### src/rtl/encoder16to4_seq.sv
// Sequential 16-to-4 priority encoder: captures active-low requests and drains them lowest index first.
// Optional macro ENC_LAST_EN adds a 'last' output flagging the final pending code.
module encoder16to4_seq (
  input  logic        clk,
  input  logic        rst,
  input  logic        en_n,
  input  logic [15:0] W_n,
  input  logic        ready,
  output logic [3:0]  S,
  output logic        valid,
  output logic        busy,
`ifdef ENC_LAST_EN
  output logic        last,
`endif
  output logic        done
);

  typedef enum logic {IDLE = 1'b0, BUSY = 1'b1} state_t;

  function automatic logic [3:0] lowest_idx(input logic [15:0] v);
    logic [3:0] idx;
    idx = 4'h0;
    for (int i = 15; i >= 0; i--) begin
      if (v[i]) idx = 4'(i);
    end
    return idx;
  endfunction

  function automatic logic is_onehot(input logic [15:0] v);
    return (v != 16'h0000) && ((v & (v - 16'h0001)) == 16'h0000);
  endfunction

  state_t      state_q, state_d;
  logic [15:0] pending_q, pending_d;
  logic [15:0] cleared_s;
  logic [15:0] req_s;
  logic [3:0]  s_q, s_d;
  logic        valid_q, valid_d;
  logic        done_q, done_d;

  assign req_s     = ~W_n;
  assign cleared_s = pending_q & ~(16'h0001 << s_q);

  // Next-state: capture in IDLE, retire one code per accepted transfer in BUSY.
  always_comb begin
    state_d   = state_q;
    pending_d = pending_q;
    s_d       = s_q;
    valid_d   = valid_q;
    done_d    = 1'b0;
    case (state_q)
      IDLE: begin
        if (!en_n && (W_n != 16'hFFFF)) begin
          state_d   = BUSY;
          pending_d = req_s;
          s_d       = lowest_idx(req_s);
          valid_d   = 1'b1;
        end else begin
          s_d     = 4'h0;
          valid_d = 1'b0;
        end
      end
      BUSY: begin
        if (ready) begin
          pending_d = cleared_s;
          if (cleared_s == 16'h0000) begin
            state_d = IDLE;
            s_d     = 4'h0;
            valid_d = 1'b0;
            done_d  = 1'b1;
          end else begin
            s_d     = lowest_idx(cleared_s);
            valid_d = 1'b1;
          end
        end else begin
          pending_d = pending_q;
          s_d       = s_q;
          valid_d   = 1'b1;
        end
      end
      default: begin
        state_d   = IDLE;
        pending_d = 16'h0000;
        s_d       = 4'h0;
        valid_d   = 1'b0;
      end
    endcase
  end

  // State and output registers; reset drops any partially drained batch.
  always_ff @(posedge clk or posedge rst) begin
    if (rst) begin
      state_q   <= IDLE;
      pending_q <= 16'h0000;
      s_q       <= 4'h0;
      valid_q   <= 1'b0;
      done_q    <= 1'b0;
    end else begin
      state_q   <= state_d;
      pending_q <= pending_d;
      s_q       <= s_d;
      valid_q   <= valid_d;
      done_q    <= done_d;
    end
  end

  assign S     = s_q;
  assign valid = valid_q;
  assign busy  = valid_q;
  assign done  = done_q;

`ifdef ENC_LAST_EN
  logic last_q, last_d;

  assign last_d = valid_d && is_onehot(pending_d);

  // Flags the final code of a batch alongside S.
  always_ff @(posedge clk or posedge rst) begin
    if (rst) begin
      last_q <= 1'b0;
    end else begin
      last_q <= last_d;
    end
  end

  assign last = last_q;
`endif

endmodule

### config.mk
export PLATFORM = sky130hd
export DESIGN_NAME = encoder16to4_seq
export DESIGN_NICKNAME = d
export VERILOG_FILES = /design/src/rtl/encoder16to4_seq.sv
export SDC_FILE = /design/constraint.sdc
export NUM_CORES = 1
export LEC_CHECK = 0
export ABC_AREA = 1
export ABC_CLOCK_PERIOD_IN_PS = 4900
export BUFFER_PORTS_ARGS = -buffer_cell sky130_fd_sc_hd__buf_4
export CORE_AREA = 3 3 56 58
export CTS_CLUSTER_DIAMETER = 200
export DETAILED_ROUTE_END_ITERATION = 8
export DIE_AREA = 0 0 59 61
export GPL_TIMING_DRIVEN = 0
export PLACE_DENSITY = 0.84
export SYNTH_ARGS = -nofsm -noshare
export SYNTH_HDL_FRONTEND = slang
export SYNTH_SLANG_ARGS = --single-unit
### constraint.sdc
create_clock -name clk -period 4.9 [get_ports clk]
set_input_delay 0.735 -clock clk [delete_from_list [all_inputs] [get_ports clk]]
set_output_delay 0.735 -clock clk [all_outputs]
set_load 0.05 [all_outputs]
* Yosys cells after proc, flatten, opt, wreduce, memory -nomap -nowiden *
Cells that the tools add are included.

word-level totals
  flip-flop bits (word level) = 22

operators by class
  eq/ne operators = 3
  shift-type cells = 1
  mux-type cells = 46
  bitwise logic cells = 4
  reduce and logical (&&, ||, !) cells = 4

operator list
  cell                    count
  $mux W4                 35
  $mux W16                2
  $not A16 Y16            2
  $pmux W16 S2            1
  $and A16 B16 Y16        1
  $logic_not A16 Y1       1
  $ne A16 B16 Y1 const B  1
  $shl A1 B4 Y16 const A  1
  $pmux W4 S2             1
  $mux W1                 6
  $ne A2 B2 Y1 const B    2
  $pmux W1 S2             1
  $reduce_and A2 Y1       1
  $logic_and A1 B1 Y1     1
  $logic_not A1 Y1        1
  $not A1 Y1              1

* Depth between registers and ports, before layout *
Gate-level depths: netlist of run 1.

  depth in word-level cells = 22
  depth in mapped cells = 20
  gate-level depth less buffers = 19

* Worst setup path after synthesis of run 1 *
OpenSTA, ideal clock, no wires.

  kind = register to register
  start = register s_q[2] (netlist: S[2])
  end = register s_q[0] (netlist: S[0])
  setup time = 0.122 ns
  data arrival time = 1.843 ns
  required time = 4.778 ns
  setup slack = 2.935 ns
  cell stages (with the launch flop) = 19
  buffers on the path = 1
  period minus slack after synthesis = 1.965 ns
  path through = dfrtp_1 > buf_6 > nand3_1 > o21ai_2 > nand2_1 > nand2_1 > nand2_1 > nand2_1 > nand2_1 > nand2_1 > nand2_1 > nand2_1 > nand2_1 > nand2_1 > nand2_1 > nand2_1 > nand2_1 > nand2_1 > a21oi_2

between the ends
  word-level cells in the longest chain between the ends = 22
  elaborated cells on any way between the ends = 23

ends and longest elaborated chain
  what                    line  text
  start, declared         37    logic [3:0] s_q, s_d;
  start signal, assigned  95    s_q <= 4'h0;
  start signal, assigned  101   s_q <= s_d;
  $shl A1 B4 Y16 (*)      42    assign cleared_s = pending_q & ~(16'h0001 << s_q);
  $not A16 Y16 (*)        42
  $and A16 B16 Y16 (*)    42
  $mux W4 (16 in a row)   24    if (v[i]) idx = 4'(i);
  $mux W4 (*)             66    if (cleared_s == 16'h0000) begin
  $mux W4 (*)             64    if (ready) begin
  $pmux W4 S2 (*)         51    case (state_q)

Every way passes the cells marked *; elsewhere a longest branch is shown, timed or not. The select of a mux whose other input is x is not followed.
A chain may end at the register's enable or synchronous reset.

* Worst setup path after layout of run 1 *
  start = input W_n[6]
  end = register pending_q[15]

between the ends
  word-level cells in the longest chain between the ends = 4

ends and longest elaborated chain
  what                         line  text
  start, declared              7     input logic [15:0] W_n,
  $ne A16 B16 Y1               53    if (!en_n && (W_n != 16'hFFFF)) begin
  $logic_and A1 B1 Y1          53
  $ne A2 B2 Y1 (no line)       -
  $reduce_and A2 Y1 (no line)  -
  end signal, assigned         100   pending_q <= pending_d;
  end, declared                34    logic [15:0] pending_q, pending_d;

No other way between the ends.

==> metrics.csv, run 1 <==
metric,value,unit
fmax,0.477,GHz
area_growth,17.0,%
synth_area,0.00159,mm^2
p_comb_share,44.8,%
peakVddDrop,252,uV
port_buffers,26,
use_met1,35.8,%
ys_ff_latch,22,
gr-usage-all-layers,25.0,%
grt_pass1_wl,6800,um
worstHoldPathType,reg -> reg,
synth_edf_count,0,
power.density,351,mW/mm^2
setup_tns,0,ns
postCtsSetupBuffers,0,
status,"finished, final reports clean",
p_clk_share,15.8,%
hpwlAfterDp,3180,um
drtIter0Drc,80,
final_cell_area,0.00186,mm^2
cts_resized,0,
row_count,19,
drcViolationCount,0,
fp.dieH,61,um
power.internal,377,uW
worstSetupEndpointType,register,
critical_path_class,in -> reg,
relSlewSlack,40.4,%
final-hold-violation-count,0,
synth.net_count,250,
grt_overflow,0,
wl_per_cell,14.2,um
period_share,42.8,%
cp_data_arrival_time,2.34,ns
busiest_layer,met2,
diodes,0,
clk_latency,0.31,ns
clockBufferDepth,2,
slew_viol_final,0,
die-width,59,um
yosys_warnings,0,
setup_viol,0,
hp-start,pending_q[6],
vias,1612,
worstReg2RegEnd,S[0],
p_seq_share,39.4,%
leakage,0.884,nW
drtAntennaViolNets,0,
reg2reg_from,S[1],
htree_num_levels,1,
first_pass_iters,4,
hold_path_depth,2,
hold_buffers,0,
fill_cells,246,
cp.required,5.14,ns
grt_use_met2,39.4,%
die_area,0.00360,mm^2
place_ws,2.52,ns
start_kind,input port,
drive_above_1_share,21.9,%
place_congestion,0.936,
yosysSeqAreaShare,34.7,%
dpl_cell_area,0.00182,mm^2
grt_max_degree,23,
cts_root_buf,clkbuf_4,
max-cap-violations,0,
drt-vias-per-instance,5.54,
clkSinkCount,22,
switchingPower,275,uW
cts_made_buffers,3,
worstMarginPinSlew,0.892,ns
critPathMaxFanout,10,
fin_crit,2.10,ns
ios,27,
synth_ff_type,dfrtp_1,
setup_slack,2.80,ns
clk_pin_slew,0.13,ns
synthArstFlopShare,100,%
rsz0062_at_grt,false,
finalWirelength,4130,um
hold_end,pending_q[6],
ys_types,32,
antenna_found_initial,0,
reg2reg_slack,2.93,ns
rr_worst_depth,19,
switching_share,42.2,%
synthCells,230,
fin_worst_skew,0.00320,ns
cts_tree,done,
initial_core_util,58.6,%
fin_nets,281,
met3_usage,4.26,%
grt_pass1_vias,1473,
avgSynthCellArea,6.90,um^2
core_area,0.00271,mm^2
==> cell families after synthesis <==
kind of cell | share of synthesized area [%]
AND/OR/NAND/NOR | 30.6
AO/OA/AOI/OAI | 23.6
buffers and inverters | 11.2
flip-flops | 34.7
==> routing by layer <==
| metal | routed length (um) | up-vias |
|---|---|---|
| li1 | - | 826 |
| met1 | 1920 | 728 |
| met2 | 1930 | 58 |
| met3 | 283 | 0 |
| met4 | 0 | 0 |
| met5 | 0 | - |
==> how the worst max path moves through the flow <==
stage                        from            end  slack, ns  cells past startpoint
after floorplan              S[2]           S[0]       2.94                     18
after global placement    W_n[11]   pending_q[1]       2.51                      9
after detailed placement  W_n[11]  pending_q[15]       2.52                      9
after CTS                  W_n[6]   pending_q[1]       2.86                     11
after global routing      W_n[11]   pending_q[5]       2.70                      9
final                      W_n[6]  pending_q[15]       2.80                     11
==> layout by cell type (no fill, tap or decap), types with 2 or more instances in the layout <==
cell / instances
nand2_1: 49
nor2_1: 37
buf_4: 27
dfrtp_1: 22
inv_1: 22
a21oi_1: 15
nand3_1: 12
o21ai_0: 11
a31oi_1: 8
clkbuf_1: 6
o21ai_1: 6
o21ai_2: 6
inv_2: 4
o211ai_1: 4
nor3_1: 3
buf_6: 3
nand3_2: 3
clkbuf_4: 3
nor2_2: 2
nor3_2: 2
a22oi_1: 2
==> synth_stat cells (all sizes together), types with 2 or more instances <==
| master | n | area, um^2 |
|---|---|---|
| nand3 | 15 | 90.1 |
| buf | 5 | 46.3 |
| a21oi | 16 | 83.8 |
| nor3 | 5 | 35.0 |
| inv | 27 | 109 |
| o21ai | 24 | 154 |
| a22oi | 2 | 15.0 |
| dfrtp | 22 | 551 |
| o211ai | 4 | 30.0 |
| nor2 | 39 | 151 |
| a31oi | 8 | 50.1 |
| clkbuf | 6 | 22.5 |
| nand2 | 50 | 190 |
==> metrics by stage <==
step	util [%]	total power [mW]	cells	hold WS, ns
finish	68.6	0.652	291	0.535
detailed placement	67.2	0.548	287	0.509
global placement	67.2	0.543	287	0.502
CTS	68.6	0.653	291	0.539
global route	68.6	0.702	291	0.579
floorplan	-	0.474	230	0.486
==> registers in the layout, summed over array words and instances (netlist names) <==
signal / count
S: 4
busy: 1
done: 1
pending_q: 16
==> power by group through the flow <==
stage               registers [mW]  clock network [mW]  logic [mW]
floorplan                    0.275                   0       0.199
global placement             0.259                   0       0.283
detailed placement           0.260                   0       0.288
CTS                          0.256               0.106       0.290
global route                 0.261               0.115       0.326
finish                       0.257               0.103       0.292
==> cell type report <==
cell class,instances,area (um^2),area share [%]
Tap cell,31,38.8,2.09
Clock buffer,4,36.3,1.95
Timing Repair Buffer,26,195,10.5
Inverter,27,109,5.86
Buffer,11,68.8,3.70
Sequential cell,22,551,29.6
Multi-Input combinational cell,170,860,46.3
==> critical path, cell delays in order <==
cell and delay (ns):
buf_4 0.11, inv_1 0.11, nor3_1 0.08, nand2_1 0.07
inv_1 0.05, a31oi_1 0.15, nand2_1 0.12, nand2_1 0.17
clkbuf_1 0.47, o211ai_1 0.16, o21ai_1 0.11
Note: power is estimated with default switching activity, not from simulation.
==> inputs of run 2 (changes only) <==
Settings changed: ABC_CLOCK_PERIOD_IN_PS 4900 to 1700, CORE_AREA 3 3 56 58 to 3 3 61 63, DIE_AREA 0 0 59 61 to 0 0 64 66, PLACE_DENSITY 0.84 to 0.75.
Clock period 4.9 ns to 1.7 ns, I/O delays scaled along.
==> metrics.csv, run 2 (synthesized netlist as in run 1, its figures left out) <==
metric,value,unit,change
port_buffers,26,,unchanged
hold_buffers,0,,unchanged
drt-vias-per-instance,5.38,,-2.8%
die_area,0.00422,mm^2,+17%
cp.required,1.92,ns,-3.22 ns
worstSetupEndpointType,register,,
finalWirelength,4610,um,+12%
p_clk_share,14.3,%,-1.5 points
place_ws,-0.275,ns,-2.80 ns
final-hold-violation-count,0,,unchanged
final_cell_area,0.00213,mm^2,+14%
cts_tree,done,,
antenna_found_initial,0,,unchanged
dpl_cell_area,0.00186,mm^2,+2.1%
whs,0.0777,ns,-0.457 ns
worstHoldPathType,in -> async,,
p_seq_share,35.2,%,-4.2 points
setup_viol,6,,+6
setup_slack,-0.225,ns,-3.03 ns
critPathMaxFanout,9,,-1
reg2reg_from,S[1],,
relSlewSlack,45.0,%,+4.6 points
clk_latency,0.32,ns,about the same
peakVddDrop,444,uV,+76%
grt_overflow,0,,unchanged
worstMarginPinSlew,0.824,ns,-0.0687 ns
p_comb_share,50.5,%,+5.7 points
mostFrequentLayoutCells,"nand2_1, buf_4, nor2_1",,
die-width,64,um,+8.5%
slew_viol_final,0,,unchanged
leakage,0.986,nW,+12%
reg2reg_slack,-0.23,ns,-3.16 ns
hpwlAfterDp,3300,um,+3.7%
cts_root_buf,clkbuf_4,,
wl_per_cell,14.4,um,+1.2%
area_growth,33.9,%,
largest_reg_flops,16,,unchanged
violations,negative setup slack,,
vias,1728,,+7.2%
initial_core_util,48.3,%,-10 points
regMostFlops,pending_q,,
fp.dieH,66,um,+8.2%
clockBufferDepth,2,,unchanged
power.internal,1.24,mW,+230%
drtAntennaViolNets,0,,unchanged
max-cap-violations,0,,unchanged
drtIter0Drc,110,,+38%
ios,27,,unchanged
row_count,21,,+2
switchingPower,909,uW,+230%
switching_share,42.3,%,+0.092 points
mostFrequentLayoutCell,nand2_1,,
cp_data_arrival_time,2.15,ns,-0.19 ns
drcViolationCount,0,,unchanged
worstReg2RegEnd,S[1],,
fmax,0.519,GHz,
grt_pass1_vias,1606,,+9.0%
htree_num_levels,1,,unchanged
fin_worst_skew,0.00766,ns,+0.00445 ns
p_total,2.15,mW,+230%
core_area,0.00328,mm^2,+21%
drive_above_1_share,32.4,%,+10 points
clkSinkCount,22,,unchanged
first_pass_iters,4,,unchanged
gr-usage-all-layers,23.3,%,-1.7 points
critical_path_class,reg -> reg,,
period_share,113,%,
place_congestion,0.935,,about the same
diodes,0,,unchanged
start_kind,register,,
status,"finished, violations left",,
rr_worst_depth,12,,-7
clk_pin_slew,0.13,ns,about the same
grt_pass1_wl,7690,um,+13%
grt_max_degree,23,,unchanged
fin_crit,1.93,ns,
cts_made_buffers,3,,unchanged
postLayoutCoreUtil,64.7,%,-3.8 points
fin_nets,296,,+5.3%
rsz0062_at_grt,true,,
power.density,1010,mW/mm^2,+190%
[run 2: changes by cell type in the layout (fill, tap and decap cells not counted), moves of 3 or more]
cell	before	now
clkbuf_1	6	3
dfrtp_1	22	18
dfrtp_2	0	4
nand3_4	0	5
nand3_1	12	9
nor2_2	2	5
inv_2	4	1
nor2_1	37	34
buf_4	27	41
[run 2: worst max-delay path, stage by stage (launching register included)]
cell and delay (ns):
dfrtp_2 0.44, buf_8 0.16, inv_4 0.08, nand3_2 0.12, o21ai_2 0.18, buf_4 0.14, nand2_1 0.04, nor2_1 0.26
nand3_4 0.11, nand2_2 0.08, nor2_2 0.04, o211ai_1 0.08, a31oi_1 0.10
[run 2: layout make-up]
class | count | area (um^2)
buffer | 11 | 90.1
clock buffer | 4 | 36.3
fill | 303 | 1160
inverter | 27 | 129
multi-input combinational | 170 | 946
sequential | 22 | 556
tap | 46 | 57.6
timing repair buffer | 41 | 312
[run 2: layer usage]
layer | share of wire [%] | track usage, %
met3 | 6.6 | 2.38
met2 | 48 | 37.8
met4 | 1.7 | 8.36
met5 | 0 | 0
met1 | 44 | 32.2
[run 2: through the flow]
step | TNS [ns] | instances
final | -0.846 | 321
after global routing | -1.74 | 321
after CTS | -0.370 | 315
after detailed placement | -4.38 | 302
after global placement | -4.05 | 302
after floorplan | -0.245 | 230
[run 2: power groups by stage]
stage	sequential (mW)	combinational, mW	clock [mW]
2_1_floorplan	0.798	0.587	0
3_3_place_gp	0.752	0.834	0
3_5_place_dp	0.758	0.846	0
4_1_cts	0.754	0.997	0.307
5_1_grt	0.773	1.21	0.335
6_report	0.757	1.09	0.307
[run 2: how the worst max path moves through the flow]
stage                     slack (ns)  cells after the start           end     from
after floorplan                -0.13                     19          S[0]     S[1]
after global placement         -0.26                      9  pending_q[1]  W_n[11]
after detailed placement       -0.28                      9  pending_q[6]  W_n[11]
after CTS                      -0.14                     18          S[0]     S[1]
after global routing           -0.40                     20          S[0]     S[3]
final                          -0.23                     12          S[1]     S[1]
[run 2: repair_timing]
| item | CTS | global route |
|---|---|---|
| gates resized for setup | 17 | 15 |
| setup buffers | 9 | 6 |
| endpoints found under the setup margin | 9 | 22 |
| pin swaps | 10 | 3 |
==> inputs of run 3 (changes only) <==
Settings changed: BUFFER_PORTS_ARGS -buffer_cell sky130_fd_sc_hd__buf_4 to -buffer_cell sky130_fd_sc_hd__buf_2.
==> metrics.csv, run 3 (synthesized netlist as in run 1, its figures left out) <==
metric,value,unit,change
switchingPower,928,uW,+2.0%
largest_reg_flops,16,,unchanged
initial_core_util,48.3,%,unchanged
p_clk_share,13.9,%,-0.4 points
reg2reg_from,S[2],,
critPathSlowestCell,dfrtp_2,,
fin_worst_skew,0.0142,ns,+0.00658 ns
clk_latency,0.32,ns,about the same
drcViolationCount,0,,unchanged
leakage,0.961,nW,-2.5%
period_share,111,%,-2.3 points
place_congestion,0.959,,+2.5%
setup_slack,-0.186,ns,+0.0395 ns
drive_above_1_share,34.8,%,+2.4 points
fp.dieH,66,um,unchanged
grt_overflow,0,,unchanged
drtAntennaViolNets,0,,unchanged
die-width,64,um,unchanged
multiInputGateArea,993,um^2,+5.0%
wl_per_cell,14.4,um,-0.14%
p_comb_share,50.4,%,about the same
cts_tree,done,,
final-hold-violation-count,0,,unchanged
critPathMaxFanout,8,,-1
status,"finished, violations left",,
ios,27,,unchanged
switching_share,43.2,%,+0.93 points
cts_made_buffers,3,,unchanged
place_ws,-0.259,ns,+0.0156 ns
fin_crit,1.89,ns,-0.0395 ns
crit_chain,buf_12 > inv_8 > nand3_4 > o21ai_4 > nand2_2 > nor3_2 > and2_4 > nand3_2 > nand2_2 > nor2_2 > o211ai_1 > a31oi_1,,
die_area,0.00422,mm^2,unchanged
violations,negative setup slack,,
area_growth,31.2,%,
hold_buffers,0,,unchanged
relSlewSlack,44.0,%,-1.0 points
peakVddDrop,536,uV,+21%
cts_root_buf,clkbuf_4,,
clkSinkCount,22,,unchanged
max-cap-violations,0,,unchanged
grt_pass1_wl,7890,um,+2.7%
cp_common_cell,nand2_2,,
critical_path_class,reg -> reg,,
cp.required,1.91,ns,about the same
postLayoutCoreUtil,63.4,%,-1.3 points
worstHoldPathType,in -> async,,
antenna_found_initial,0,,unchanged
whs,0.0793,ns,+0.00158 ns
finalWirelength,4580,um,-0.76%
vias,1735,,+0.41%
cp_data_arrival_time,2.10,ns,-0.05 ns
port_buffers,26,,unchanged
critPathLaunch,S[2],,
row_count,21,,unchanged
regArea,556,um^2,unchanged
grt_pass1_vias,1657,,+3.2%
htree_num_levels,1,,unchanged
rsz0062_at_grt,true,,
core_area,0.00328,mm^2,unchanged
fill_cells,302,,-0.33%
gr-usage-all-layers,23.9,%,+0.51 points
fin_nets,294,,-0.68%
p_total,2.15,mW,-0.14%
p_seq_share,35.6,%,+0.4 points
first_pass_iters,4,,unchanged
mostFrequentLayoutCells,"nand2_1, nor2_1, buf_2",,
start_kind,register,,
drtIter0Drc,132,,+20%
power.density,1030,mW/mm^2,+1.9%
clk_pin_slew,0.14,ns,about the same
fmax,0.530,GHz,+2.1%
diodes,0,,unchanged
slew_viol_final,0,,unchanged
power.internal,1.22,mW,-1.7%
cpPeakStageDelay,0.45,ns,about the same
hpwlAfterDp,3190,um,-3.2%
worstSetupEndpointType,register,,
grt_max_degree,23,,unchanged
mostFrequentLayoutCell,nand2_1,,
drt-vias-per-instance,5.44,,+1.0%
worstMarginPinSlew,0.839,ns,+0.0151 ns
regMostFlops,pending_q,,
clockBufferDepth,2,,unchanged
setup_viol,6,,unchanged
-- run 3: cell count changes in the layout (fill, tap and decap cells not counted), sizes merged --
cell,delta
inv,+1
clkinv,-1
clkbuf,-2
-- run 3: final cells by class --
type	count	share of cell area [%]
clock buffers	4	1.74
repair buffers	39	11.1
well taps	46	2.76
flip-flops and latches	22	26.7
inverters	27	5.95
multi-input cells	170	47.7
plain buffers	11	4.08
-- run 3: power by group through the flow --
| stage | logic [mW] | registers (mW) | clock network (mW) |
|---|---|---|---|
| 3_3_place_gp | 0.808 | 0.751 | 0 |
| 6_report | 1.08 | 0.765 | 0.299 |
| 4_1_cts | 0.975 | 0.760 | 0.299 |
| 2_1_floorplan | 0.587 | 0.798 | 0 |
| 5_1_grt | 1.20 | 0.780 | 0.332 |
| 3_5_place_dp | 0.817 | 0.756 | 0 |
-- run 3: critical path: cells and delay by family (launching register included) --
| family | cells | cell delay (ns) |
|---|---|---|
| simple gates | 7 | 0.74 |
| buf+inv | 2 | 0.23 |
| flops | 1 | 0.45 |
| compound gates | 3 | 0.36 |
-- run 3: routing by layer --
metal,GRT usage [%],vias to the layer above,wire length (um)
li1,-,852,-
met1,31.8,790,1880
met2,36.4,80,2180
met3,4.93,13,407
met4,12.1,0,114
met5,0,-,0
-- run 3: through the flow --
stage          instance area, um^2  TNS (ns)  instances
2_1_floorplan                 1610    -0.245        230
3_5_place_dp                  1800     -4.09        302
6_report                      2080    -0.692        319
4_1_cts                       1990    -0.356        315
3_3_place_gp                  1800     -3.85        302
5_1_grt                       2080     -1.49        319
-- run 3: timing repair --
action | CTS | global route
resized for setup | 19 | 20
endpoints found under the setup margin | 6 | 22
setup buffers | 9 | 4
pin swaps | 10 | 4
-- run 3: path summary, 6_finish.rpt --
check | depth (start not counted) | endpoint | slack (ns)
worst max-delay path | 12 | S[1] | -0.19
worst min-delay path | 2 | pending_q[1] | 0.08
worst max register to register | 12 | S[1] | -0.19
worst min register to register | 2 | pending_q[6] | 0.54
max in group asynchronous | 2 | S[1] | 1.06
min in group clk | 3 | done | 0.20
